### config.mk
export PLATFORM = sky130hd
export DESIGN_NAME = uart_tx
export DESIGN_NICKNAME = d
export VERILOG_FILES = /design/src/rtl/uart_tx.sv
export SDC_FILE = /design/constraint.sdc
export NUM_CORES = 1
export LEC_CHECK = 0
export CAP_MARGIN = 20
export CORE_MARGIN = 2
export CORE_UTILIZATION = 50
export CTS_BUF_LIST = sky130_fd_sc_hd__clkbuf_4
export DETAILED_ROUTE_END_ITERATION = 10
export PLACE_DENSITY = 0.72
export SETUP_SLACK_MARGIN = 0.2
export SLEW_MARGIN = 20
export SYNTH_ARGS = -nofsm -noshare
export SYNTH_HDL_FRONTEND = slang
export SYNTH_SLANG_ARGS = --single-unit
### constraint.sdc
create_clock -name clk -period 2.4 [get_ports clk]
set_input_delay 0.6 -clock clk [delete_from_list [all_inputs] [get_ports clk]]
set_output_delay 0.6 -clock clk [all_outputs]
set_load 0.01 [all_outputs]
### src/rtl/uart_tx.sv
// rtl/uart_tx.sv - UART transmitter: pops words from a show-ahead FIFO and
// serializes them as start, LSB-first data, optional parity and stop bits.
module uart_tx #(
  parameter int DATA_WIDTH = 8,
  parameter int STOP_BITS  = 1,
  parameter bit PARITY_EN  = 1'b0,
  parameter bit PARITY_ODD = 1'b0
) (
  input  logic                  clk,
  input  logic                  rst_n,
  input  logic                  baud_tick,
  input  logic                  tx_abort,
  input  logic                  fifo_empty,
  input  logic [DATA_WIDTH-1:0] fifo_rdata,
  output logic                  fifo_rd,
  output logic                  tx,
  output logic                  tx_busy,
  output logic                  tx_done,
  output logic                  tx_aborted
);

  typedef enum logic [2:0] {S_IDLE, S_START, S_DATA, S_PARITY, S_STOP} state_e;

  localparam logic [3:0] LAST_BIT  = 4'(DATA_WIDTH - 1);
  localparam logic [1:0] LAST_STOP = 2'(STOP_BITS - 1);

  state_e                state_q, state_d;
  logic [DATA_WIDTH-1:0] shift_q, shift_d;
  logic [3:0]            bit_count_q, bit_count_d;
  logic [1:0]            stop_count_q, stop_count_d;
  logic                  parity_q, parity_d;
  logic                  tx_q, tx_d;
  logic                  done_q, done_d;
  logic                  aborted_q, aborted_d;
  logic                  load;

  always_comb begin
    state_d      = state_q;
    shift_d      = shift_q;
    bit_count_d  = bit_count_q;
    stop_count_d = stop_count_q;
    parity_d     = parity_q;
    done_d       = 1'b0;
    aborted_d    = 1'b0;
    load         = 1'b0;
    fifo_rd      = 1'b0;

    // Abort outranks a coincident tick, so nothing shifts and nothing pops.
    if (tx_abort && state_q != S_IDLE) begin
      state_d   = S_IDLE;
      aborted_d = 1'b1;
    end else if (baud_tick) begin
      unique case (state_q)
        S_IDLE:   load = !fifo_empty && !tx_abort;
        S_START:  state_d = S_DATA;
        S_DATA: begin
          shift_d     = shift_q >> 1;
          bit_count_d = bit_count_q + 4'd1;
          if (bit_count_q == LAST_BIT) state_d = PARITY_EN ? S_PARITY : S_STOP;
        end
        S_PARITY: state_d = S_STOP;
        S_STOP: begin
          if (stop_count_q == LAST_STOP) begin
            done_d  = 1'b1;
            state_d = S_IDLE;
            load    = !fifo_empty;
          end else begin
            stop_count_d = stop_count_q + 2'd1;
          end
        end
        default:  state_d = S_IDLE;
      endcase
    end

    if (load) begin
      fifo_rd      = 1'b1;
      shift_d      = fifo_rdata;
      parity_d     = PARITY_ODD ? ~^fifo_rdata : ^fifo_rdata;
      bit_count_d  = 4'd0;
      stop_count_d = 2'd0;
      state_d      = S_START;
    end

    // The line level is registered from the state being entered.
    unique case (state_d)
      S_START:  tx_d = 1'b0;
      S_DATA:   tx_d = shift_d[0];
      S_PARITY: tx_d = parity_d;
      default:  tx_d = 1'b1;
    endcase
  end

  always_ff @(posedge clk or negedge rst_n) begin
    if (!rst_n) begin
      state_q      <= S_IDLE;
      shift_q      <= '0;
      bit_count_q  <= '0;
      stop_count_q <= '0;
      parity_q     <= 1'b0;
      tx_q         <= 1'b1;
      done_q       <= 1'b0;
      aborted_q    <= 1'b0;
    end else begin
      state_q      <= state_d;
      shift_q      <= shift_d;
      bit_count_q  <= bit_count_d;
      stop_count_q <= stop_count_d;
      parity_q     <= parity_d;
      tx_q         <= tx_d;
      done_q       <= done_d;
      aborted_q    <= aborted_d;
    end
  end

  assign tx         = tx_q;
  assign tx_busy    = (state_q != S_IDLE);
  assign tx_done    = done_q;
  assign tx_aborted = aborted_q;

endmodule
# Word-level counts from Yosys, hierarchy flattened
# Index checks and enable logic that the tools add are counted.
# classes
n_reduce_logical	13
muxes	31
eq_ne	10
addsub	2
# op_table
op	n
2-to-1 mux 8 bit	4
2-to-1 mux 4 bit	4
2-to-1 mux 3 bit	5
one-hot mux 3 bit (5 select lines)	1
equality test 3 x 2 -> 1 bit (second input constant)	4
2-to-1 mux 1 bit	10
2-to-1 mux 2 bit	5
XOR reduction 8 bit	1
equality test 3 x 1 -> 1 bit (second input constant)	2
nonzero test 2 bit	3
adder 4 x 1 -> 4 bit (second input constant)	1
equality test 4 x 3 -> 1 bit (second input constant)	1
inequality test 2 bit (second input constant)	2
AND reduction 4 bit	1
equality test 3 bit (second input constant)	1
zero test 3 bit	1
one-hot mux 1 bit (3 select lines)	1
AND reduction 3 bit	1
nonzero test 3 bit	1
adder 2 x 1 -> 2 bit (second input constant)	1
logical AND 1 bit	2
zero test 1 bit	2
zero test 2 bit	1
one-hot mux 1 bit (2 select lines)	1
# word_totals
inputBits	13
out_inout_bits	5
wordCells	65
reg_bits	21

# Longest topological paths before layout
# Gate-level depths: netlist of run 1.
# logic_depth
ltp_word	8
mapped_depth	7

# Worst setup path before layout of run 1
# OpenSTA, ideal clock, no wires.
# synth_timing
path_kind	input -> output
from	input port tx_abort
to	output port fifo_rd
setup_slack_ps	337
path_stages	3
t_arrival_ps	1463
cell_sequence	nor4b_4 > nor3b_4 > buf_6
# synth_between
elab_chain_len	6
elab_cells_between_ends	7
cone_classes	mux (4); reduce/logical (3)
# synth_lines
item	line	source
start: declaration	12	input logic tx_abort,
zero test 1 bit	54	S_IDLE: load = !fifo_empty && !tx_abort;
logical AND 1 bit	54	
one-hot mux 1 bit (2 select lines)	53	unique case (state_q)
2-to-1 mux 1 bit	52	end else if (baud_tick) begin
2-to-1 mux 1 bit *	49	if (tx_abort && state_q != S_IDLE) begin
2-to-1 mux 1 bit *	75	if (load) begin
end: declaration	15	output logic fifo_rd,
# Mark *: on every way between the ends. The rest lies on a longest branch, timed or not.

# Final worst setup path of run 1
# Same ends and word-level chain as after synthesis.

==> parameters.txt, run 1 <==
Parameter                              Value

Status
  Run status    completed

Worst setup path
  Critical path startpoint category    input pin
  Launching point of the worst reg2reg path    bit_count_q[0]
  Capturing element type of the critical path    output port
  Capture point of the worst reg-to-reg path    tx
  Endpoint of the most critical setup path    fifo_rd
  Maximum fanout along the worst path    2
  Critical Path RT    about 1.8 ns
  Number of cells traversed by the worst register-to-register path    5
  Reg2reg setup slack    roughly 0.48 ns
  Worst path max stage delay    around 0.27 ns
  Critical path startpoint    tx_abort
  Critical Path Slowest Stage Cell    sky130_fd_sc_hd__dlygate4sd2_1
  Type of the worst setup path    in2out
  Cells traversed along the worst timing path    dlygate4sd2_1 -> nor4b_4 -> nor3b_4 -> buf_2
  CP arrival    between 1.5 and 2 ns

Route
  Post-detailed-route wirelength per cell    roughly 14 um
  Total length of routed wires    roughly 2200 um
  Antenna Violating Nets Remaining    0
  Via count    approximately 900
  Via density per instance    5.56
  Initial DRC Count    10
  Post-route DRC    0
  Drt pass-1 iters    4

Timing
  Count of final max-slew check failures    0
  Fmax    465 MHz
  Post-layout minimum cycle time    between 2 and 2.5 ns
  Relative slew margins    about three quarters
  Post-route setup slack    0.249 ns
  Hold WS    between 0.4 and 0.5 ns
  Endpoints failing setup    0
  Final total negative setup slack    0 ns
  Worst Tran Pin Value    around 0.4 ns
  Period utilization    89.6%
  Final Hold Fails    0
  Final setup skew    roughly 0.012 ns
  Unrepaired setup endpoints after global routing    false

Floorplan
  Initial Utilization    51.9%
  Core Box Area    approximately 2200 sq um
  Row count    17
  Floorplan die height    51.7 um
  Die extent in x    roughly 52 um
  Number of I/O pins    18
  Area enclosed by the die boundary    around 2700 sq um

Clocking
  Sinks on the clock net    21
  Clock slew at the register clock pins of the worst setup and hold paths    0.11 ns
  Max Buffers Root-to-Sink    2
  CTS tree    yes
  CTS HTree Levels    1
  CTS buffer count    3
  Cell chosen for the clock root    sky130_fd_sc_hd__clkbuf_4
  Clk_lat worst skew    0.30 ns

Power
  Sequential power share    a little over half
  Power share of the combinational group    between 20% and 30%
  Switching part of the total power    27.4%
  Worst ir drop on vdd    approximately 0.34 mV
  Power Density    between 500 and 600 nW/um^2
  Internal power consumption    574 uW
  Static Leak    ~0.00067 uW
  Switching pwr    around 220 uW
  Total power of the final layout    791 uW
  Share of total power in the clock network    21.6%

Cells and area
  Proportion of layout cells with a drive suffix above 1    ~18%
  Fillcell total    about 190
  Number of nets in the layout    150
  Seq. cell area    about 530 sq um
  Core Util, Final    65.2%
  Antenna diode count    0
  Area taken by multi-input logic gates    about 560 sq um
  Area growth from synthesis to final layout    25.5%

Yosys
  Post-synthesis register bit count    21
  Number of warnings issued by yosys    0
  Count of flip-flops with a built-in enable after synthesis    0
  Combined area of all synthesized cells    roughly 1100 sq um
  Sequential share of the synthesized area    approximately 46%
  Synth Flop Type    sky130_fd_sc_hd__dfrtp_1
  Avg Inst Size Synth    ~11 sq um
  Mapped Nets    between 100 and 150
  Syn Inst Count    105
  Async set-or-reset flop fraction in the synthesized netlist    100%
  Unique masters post-synth    39

Global route
  Antenna violations before repair    0
  Via count of the first global-routing pass    868
  Remaining Overflow, GRT    0
  GR Util All Layers    18.3%
  Maximum number of pins on one net before global-route repair    19
  First-pass GRT wire length    3600 um

Placed design
  Number of buffer cells added on primary ports    17
  Pre-CTS WS    -0.349 ns
  Global placer's final weighted congestion    around 0.87
  HPWL Detailed    1680 um

Run
  Number of max-cap violations    0

Min path
  Hold_sp    stop_count_q[0]
  Worst hold path type    reg2reg
[cell families after synthesis]
group,share of synthesized area [%]
flops,46.3
fa+ha+maj,2.20
buf+inv,4.73
compound gates,19.8
simple gates,19.3
xor+xnor,7.70
[layer usage]
metal	vias up	share of wire, %	GRT usage (%)
met5	-	0	0
li1	437	-	-
met3	4	4.4	3.74
met1	439	44	22.5
met4	0	1.1	6.58
met2	21	50	31.6
[registers in the layout, indices dropped and copies added (netlist names)]
signal and cells:
tx_done 1, shift_q 8, parity_q 1, bit_count_q 4, tx_aborted 1, tx 1, stop_count_q 2, state_q 3
[power groups by stage]
stage | Combinational, uW | Clock (uW) | Sequential [uW]
finish | 190 | 171 | 430
floorplan | 112 | 0 | 433
global placement | 188 | 0 | 435
CTS | 190 | 174 | 430
detailed placement | 192 | 0 | 437
global route | 210 | 191 | 437
[how the worst min path moves through the flow]
stage | endpoint | slack, ns | depth (start not counted)
after floorplan | bit_count_q[0] | 0.30 | 0
after global placement | stop_count_q[0] | 0.45 | 2
after detailed placement | stop_count_q[0] | 0.46 | 2
after CTS | stop_count_q[0] | 0.48 | 2
after global routing | shift_q[1] | 0.52 | 1
final | stop_count_q[0] | 0.48 | 2
[Yosys cell counts (2+ instances only)]
cell type | instances | area share, %
sky130_fd_sc_hd__a21o_1 | 6 | 4.0
sky130_fd_sc_hd__a21oi_1 | 4 | 1.8
sky130_fd_sc_hd__a22o_1 | 7 | 5.4
sky130_fd_sc_hd__and3_1 | 2 | 1.1
sky130_fd_sc_hd__buf_4 | 2 | 1.3
sky130_fd_sc_hd__dfrtp_1 | 20 | 44
sky130_fd_sc_hd__ha_1 | 2 | 2.2
sky130_fd_sc_hd__inv_1 | 6 | 2.0
sky130_fd_sc_hd__nand2_1 | 4 | 1.3
sky130_fd_sc_hd__nand2b_1 | 3 | 1.7
sky130_fd_sc_hd__nand3_1 | 3 | 1.3
sky130_fd_sc_hd__nor2_1 | 5 | 1.7
sky130_fd_sc_hd__nor2_2 | 2 | 1.1
sky130_fd_sc_hd__nor2b_1 | 2 | 1.1
sky130_fd_sc_hd__nor3_1 | 2 | 0.88
sky130_fd_sc_hd__o21ai_0 | 3 | 1.3
sky130_fd_sc_hd__o31a_1 | 2 | 1.5
sky130_fd_sc_hd__xnor2_1 | 9 | 6.9
[cell usage in the layout, fill, tap and decap left out, types with 2 or more instances in the layout]
cell	count
sky130_fd_sc_hd__nand2_1	4
sky130_fd_sc_hd__nand2b_1	3
sky130_fd_sc_hd__nor2_2	2
sky130_fd_sc_hd__a21o_1	6
sky130_fd_sc_hd__a21oi_1	4
sky130_fd_sc_hd__xnor2_1	9
sky130_fd_sc_hd__ha_1	2
sky130_fd_sc_hd__and3_1	2
sky130_fd_sc_hd__a22o_1	7
sky130_fd_sc_hd__clkdlybuf4s50_1	13
sky130_fd_sc_hd__buf_4	12
sky130_fd_sc_hd__o31a_1	2
sky130_fd_sc_hd__nor3_1	2
sky130_fd_sc_hd__nor2_1	5
sky130_fd_sc_hd__nand3_1	3
sky130_fd_sc_hd__o21ai_0	3
sky130_fd_sc_hd__inv_1	6
sky130_fd_sc_hd__clkbuf_4	3
sky130_fd_sc_hd__dfrtp_1	20
[cell type report]
type | count | share of cell area (%)
multi-input combinational | 74 | 39.2
sequential | 21 | 36.9
timing repair buffer | 29 | 18.0
tap | 28 | 2.45
clock buffer | 3 | 1.58
inverter | 6 | 1.58
clock inverter | 1 | 0.351
[worst max-delay path: cells and delay by family]
| family | cells | cell delay, ns |
|---|---|---|
| AND/OR/NAND/NOR | 2 | 0.51 |
| buffers and inverters | 2 | 0.44 |
[repair_timing]
item,4_1_cts,5_1_grt
endpoints found under the setup margin,2,3
gates resized for setup,6,3
hold buffers,0,0
buffers inserted,0,1
[metrics by stage]
step / area (sq um) / std cells
global placement: 1390 / 157
floorplan: 1140 / 105
CTS: 1410 / 161
detailed placement: 1390 / 157
finish: 1430 / 162
global route: 1430 / 162
(Power assumes the default switching activity.)
==> run 2, diff against run 1 <==
--- a/config.mk
+++ b/config.mk
@@ -6,12 +6,12 @@
 export NUM_CORES = 1
 export LEC_CHECK = 0
 export CAP_MARGIN = 20
+export CORE_ASPECT_RATIO = 0.7
 export CORE_MARGIN = 2
 export CORE_UTILIZATION = 50
 export CTS_BUF_LIST = sky130_fd_sc_hd__clkbuf_4
 export DETAILED_ROUTE_END_ITERATION = 10
 export PLACE_DENSITY = 0.72
-export SETUP_SLACK_MARGIN = 0.2
 export SLEW_MARGIN = 20
 export SYNTH_ARGS = -nofsm -noshare
 export SYNTH_HDL_FRONTEND = slang
==> run 2 against run 1 <==
Critical endpoint is now tx_busy. Final area barely moved. Sequential power about the same. Via count unchanged. Global-route usage is 2.9 points higher. Routed wire length up 5.4%. Combinational power barely moved. Critical path depth is 1 lower. Sequential share of layout area hardly changed. Register-to-register slack worse by 0.04 ns. Power barely moved.
==> parameters.txt, run 2 (synthesized netlist as in run 1, its figures left out) <==
Parameter                              Value

Cells and area
  Most common cell after layout, fill and taps aside    sky130_fd_sc_hd__dfrtp_1
  Commonest cells after routing, fill and taps aside    sky130_fd_sc_hd__dfrtp_1, sky130_fd_sc_hd__clkdlybuf4s50_1, sky130_fd_sc_hd__buf_4
  Area growth from synthesis to final layout    25.6% (about the same)
  Regs by FF count    shift_q: 8 flops, bit_count_q: 4 flops, state_q: 3 flops
  Most flops, register    shift_q
  Core Util, Final    66.3% (+1.2 points)
  Proportion of layout cells with a drive suffix above 1    17.2% (-0.75 points)
  Antenna diode count    0 (unchanged)
  Number of flip-flops in the largest register    8 (unchanged)
  Cell area after layout    1430 sq um (about the same)
  Number of nets in the layout    150 (unchanged)

Clocking
  CTS tree    yes
  CTS HTree Levels    1 (unchanged)
  Sinks on the clock net    21 (unchanged)
  Max Buffers Root-to-Sink    2 (unchanged)
  Cell chosen for the clock root    sky130_fd_sc_hd__clkbuf_4
  CTS buffer count    3 (unchanged)
  Hold Buf Count CTS    0 (unchanged)
  Clock slew at the register clock pins of the worst setup and hold paths    0.11 ns (about the same)
  Clk_lat worst skew    0.31 ns (about the same)

Worst setup path
  Critical Path RT    1.80 ns (about the same)
  CP arrival    1.73 ns (+0.18 ns)
  Critical path startpoint category    register
  Cells traversed along the worst timing path    buf_4 -> or3_1 -> clkdlybuf4s50_1
  Worst path max stage delay    0.48 ns (+0.21 ns)
  Critical Path Slowest Stage Cell    sky130_fd_sc_hd__clkdlybuf4s50_1
  Capturing element type of the critical path    output port
  Type of the worst setup path    reg2out
  Maximum fanout along the worst path    10 (+8)

Route
  Via density per instance    5.43 (-2.4%)
  Total length of routed wires    2330 um (+5.4%)
  Via count    901 (unchanged)
  Post-detailed-route wirelength per cell    14.1 um (+2.8%)
  Drt pass-1 iters    4 (unchanged)
  Post-route DRC    0 (unchanged)
  Antenna Violating Nets Remaining    0 (unchanged)
  Initial DRC Count    24 (+14)

Power
  Switching pwr    218 uW (+0.65%)
  Internal power consumption    572 uW (-0.37%)
  Power Density    553 nW/um^2 (-0.18%)
  Static Leak    0.000657 uW (-1.7%)
  Power share of the combinational group    23.9% (about the same)
  Share of total power in the clock network    21.5% (about the same)
  Switching part of the total power    27.6% (+0.20 points)
  Worst ir drop on vdd    0.465 mV (+37%)
  Sequential power share    54.6% (+0.2 points)

Floorplan
  Die extent in x    61.0 um (+18%)
  Floorplan die height    43.9 um (-15%)
  Initial Utilization    52.8% (+0.87 points)
  Number of I/O pins    18 (unchanged)
  Area enclosed by the die boundary    2680 sq um (+0.23%)
  Row count    14 (-3)
  Core Box Area    2150 sq um (-1.7%)

Timing
  Hold WS    0.487 ns (+0.00646 ns)
  Worst Tran Pin Value    0.594 ns (+0.193 ns)
  Unrepaired setup endpoints after global routing    false
  Final total negative setup slack    0 ns (unchanged)
  Relative slew margins    60.3% (-13 points)
  Final Hold Fails    0 (unchanged)
  Period utilization    97.2% (+7.6 points)
  Count of final max-slew check failures    0 (unchanged)
  Final setup skew    0.0102 ns (-0.00189 ns)
  Fmax    429 MHz (-7.8%)
  Post-layout minimum cycle time    2.33 ns (+0.183 ns)
  Endpoints failing setup    0 (unchanged)

Global route
  Antenna violations before repair    0 (unchanged)
  Remaining Overflow, GRT    0 (unchanged)
  Via count of the first global-routing pass    873 (+0.58%)
  GR Util All Layers    21.2% (+2.9 points)
  First-pass GRT wire length    4110 um (+14%)
  Maximum number of pins on one net before global-route repair    19 (unchanged)

Min path
  Worst hold path type    reg2reg

Placed design
  Number of buffer cells added on primary ports    17 (unchanged)
  HPWL Detailed    1780 um (+6.2%)
  Total placed instance area    1400 sq um (+0.36%)
  Global placer's final weighted congestion    0.791 (-9.2%)

Status
  Run status    completed

Run
  Number of max-cap violations    0 (unchanged)
## run 2: path summary, 6_finish.rpt
| check | from | end | slack [ns] | cells past startpoint |
|---|---|---|---|---|
| setup / recovery | state_q[1] | tx_busy | 0.07 | 3 |
| hold / removal | stop_count_q[0] | stop_count_q[0] | 0.49 | 2 |
| setup reg to reg | stop_count_q[0] | shift_q[7] | 0.44 | 7 |
| hold reg to reg | stop_count_q[0] | stop_count_q[0] | 0.49 | 2 |
| max in group asynchronous | rst_n | shift_q[5] | 1.27 | 2 |
| min in group asynchronous | rst_n | tx_done | 0.59 | 1 |
## run 2: what timing repair did
action | in CTS | in global routing
setup buffers | 0 | 1
endpoints found under the setup margin | 1 | 1
gates resized for setup | 4 | 0
## run 2: area by class of cell
class,instances,area [sq um]
repair buffers,29,255
flip-flops and latches,21,527
inverters,6,22.5
fillers,177,726
well taps,32,40.0
clock inverters,1,5.00
clock buffers,3,22.5
multi-input cells,74,557
## run 2: metrics by stage
stage | total power (uW) | instances | setup slack [ns]
global placement | 619 | 161 | -0.341
CTS | 798 | 165 | 0.0311
finish | 790 | 166 | 0.0668
floorplan | 545 | 105 | 0.337
detailed placement | 627 | 161 | -0.325
global route | 839 | 166 | 0.00363
## run 2: power groups by stage
| stage | registers (uW) | clock network, uW | logic, uW |
|---|---|---|---|
| floorplan | 433 | 0 | 112 |
| CTS | 432 | 178 | 188 |
| global route | 438 | 190 | 211 |
| finish | 431 | 170 | 189 |
| global placement | 438 | 0 | 182 |
| detailed placement | 439 | 0 | 188 |
## run 2: critical path: cells and delay by family (launching register included)
family / cells / cell delay [ns]
buf+inv: 2 / 0.65
flops: 1 / 0.42
simple gates: 1 / 0.36
## run 2: per-layer routing
metal | track usage, % | wire length (um) | up-vias
li1 | - | - | 433
met5 | 0 | 0 | -
met1 | 32.6 | 1170 | 445
met2 | 29.9 | 1060 | 21
met4 | 5.22 | 13 | 0
met3 | 5.37 | 87 | 2
==> run 3, diff against run 2 <==
--- a/config.mk
+++ b/config.mk
@@ -6,7 +6,6 @@
 export NUM_CORES = 1
 export LEC_CHECK = 0
 export CAP_MARGIN = 20
-export CORE_ASPECT_RATIO = 0.7
 export CORE_MARGIN = 2
 export CORE_UTILIZATION = 50
 export CTS_BUF_LIST = sky130_fd_sc_hd__clkbuf_4
==> constraint.sdc (replaced) <==
create_clock -name clk -period 2.4 [get_ports clk]
set_input_delay 0.6 -clock clk [delete_from_list [all_inputs] [get_ports clk]]
set_output_delay 0.6 -clock clk [all_outputs]
set_load 0.1 [all_outputs]
==> run 3 against run 2 <==
Setup slack better by 0.045 ns. Flip-flop and latch count unchanged. Largest power group unchanged. Utilization is 2.6 points lower. Highest routed layer unchanged. Critical path type unchanged.
==> parameters.txt, run 3 (synthesized netlist as in run 1, its figures left out) <==
Parameter                              Value

Status
  Run status    completed

Cells and area
  Area growth from synthesis to final layout    22.8%
  Number of flip-flops in the largest register    8 (unchanged)
  Most flops, register    shift_q
  Area taken by multi-input logic gates    557 sq um (unchanged)
  Commonest cells after routing, fill and taps aside    sky130_fd_sc_hd__dfrtp_1, sky130_fd_sc_hd__buf_4, sky130_fd_sc_hd__clkdlybuf4s50_1
  Core Util, Final    63.7% (-2.6 points)
  Antenna diode count    0 (unchanged)
  Fillcell total    199 (+12%)
  Proportion of layout cells with a drive suffix above 1    17.7% (+0.53 points)
  Seq. cell area    527 sq um (unchanged)
  Most common cell after layout, fill and taps aside    sky130_fd_sc_hd__dfrtp_1
  Cell area after layout    1400 sq um (-2.3%)
  Regs by FF count    shift_q: 8 flops, bit_count_q: 4 flops, state_q: 3 flops
  Number of nets in the layout    146 (-2.7%)

Placed design
  Number of buffer cells added on primary ports    17 (unchanged)
  Global placer's final weighted congestion    0.831 (+5.0%)
  Total placed instance area    1360 sq um (-2.5%)
  HPWL Detailed    1680 um (-5.8%)

Power
  Power Density    596 nW/um^2 (+7.7%)
  Static Leak    0.000647 uW (-1.5%)
  Worst ir drop on vdd    0.314 mV (-33%)
  Total power of the final layout    832 uW (+5.3%)

Worst setup path
  Type of the worst setup path    reg2out
  Capturing element type of the critical path    output port
  Cells traversed along the worst timing path    nor4b_4 -> nor3b_4 -> buf_12
  CP arrival    1.69 ns (-0.04 ns)
  Worst path max stage delay    0.52 ns (+0.04 ns)
  Maximum fanout along the worst path    11 (+1)
  Critical Path RT    1.80 ns (about the same)
  Critical Path Slowest Stage Cell    sky130_fd_sc_hd__dfrtp_1
  Critical path startpoint category    register

Route
  Total length of routed wires    2230 um (-4.7%)
  Post-route DRC    0 (unchanged)
  Antenna Violating Nets Remaining    0 (unchanged)
  Post-detailed-route wirelength per cell    14.1 um (+0.16%)
  Drt pass-1 iters    5 (+1)
  Initial DRC Count    20 (-17%)
  Via density per instance    5.64 (+3.9%)
  Via count    891 (-1.1%)

Floorplan
  Number of I/O pins    18 (unchanged)
  Area enclosed by the die boundary    2670 sq um (-0.23%)
  Core Box Area    2190 sq um (+1.7%)
  Floorplan die height    51.7 um (+18%)
  Die extent in x    51.7 um (-15%)
  Initial Utilization    51.9% (-0.87 points)
  Row count    17 (+3)

Clocking
  Max Buffers Root-to-Sink    2 (unchanged)
  Sinks on the clock net    21 (unchanged)
  CTS buffer count    3 (unchanged)
  CTS tree    yes
  Clock slew at the register clock pins of the worst setup and hold paths    0.12 ns (about the same)
  Clk_lat worst skew    0.30 ns (about the same)
  Cell chosen for the clock root    sky130_fd_sc_hd__clkbuf_4
  CTS HTree Levels    1 (unchanged)
  Hold Buf Count CTS    0 (unchanged)

Timing
  Final setup skew    0.00946 ns (-0.000756 ns)
  Final Hold Fails    0 (unchanged)
  Unrepaired setup endpoints after global routing    false
  Worst Tran Pin Value    0.484 ns (-0.110 ns)
  Period utilization    95.3% (-1.9 points)
  Fmax    437 MHz (+2.0%)
  Count of final max-slew check failures    0 (unchanged)
  Endpoints failing setup    0 (unchanged)
  Final total negative setup slack    0 ns (unchanged)
  Post-layout minimum cycle time    2.29 ns (-0.0454 ns)
  Hold WS    0.487 ns (-0.000406 ns)
  Relative slew margins    67.6% (+7.3 points)

Min path
  Worst hold path type    reg2reg

Global route
  Remaining Overflow, GRT    0 (unchanged)
  GR Util All Layers    18.6% (-2.6 points)
  Maximum number of pins on one net before global-route repair    19 (unchanged)
  First-pass GRT wire length    3660 um (-11%)
  Via count of the first global-routing pass    826 (-5.4%)
  Antenna violations before repair    0 (unchanged)

Run
  Number of max-cap violations    0 (unchanged)
==> run 3: final timing paths <==
kind | slack [ns] | cells after the start | to | startpoint
hold / removal | 0.49 | 1 | shift_q[1] | shift_q[1]
min in group asynchronous | 0.56 | 1 | state_q[1] | rst_n
setup / recovery | 0.11 | 3 | fifo_rd | state_q[1]
setup reg to reg | 0.46 | 5 | tx | bit_count_q[0]
hold reg to reg | 0.49 | 1 | shift_q[1] | shift_q[1]
max in group asynchronous | 1.31 | 2 | shift_q[0] | rst_n
==> run 3: layer usage <==
metal  routed length (um)  GRT usage, %  vias up
met3                   83          3.45        2
li1                     -             -      427
met4                   13          5.26        0
met1                 1010          23.9      440
met5                    0             0        -
met2                 1120          31.8       22
==> run 3: layout make-up <==
| type | instances | share of cell area [%] |
|---|---|---|
| timing repair buffer | 25 | 16.3 |
| tap | 28 | 2.51 |
| multi-input combinational | 74 | 39.9 |
| clock inverter | 1 | 0.358 |
| sequential | 21 | 37.7 |
| clock buffer | 3 | 1.61 |
| inverter | 6 | 1.61 |
==> run 3: what timing repair did <==
item | CTS | global route
setup buffers | 1 | 0
endpoints found under the setup margin | 1 | 0
gates resized for setup | 2 | 0
==> run 3: critical path: cells and delay by family, from the launching register on <==
kind,cells,cell delay [ns]
flops,1,0.52
simple gates,2,0.65
buf+inv,1,0.21
==> run 3: where the power goes <==
part | switching [uW] | internal [uW]
Sequential | 35.0 | 404
Combinational | 125 | 98.5
Clock | 108 | 62.0
Total | 267 | 565
==> run 3: stage by stage <==
step                std cells  setup slack (ns)
detailed placement        153           -0.0218
floorplan                 105             0.216
CTS                       158             0.105
global route              158            0.0452
finish                    158             0.112
global placement          153           -0.0306
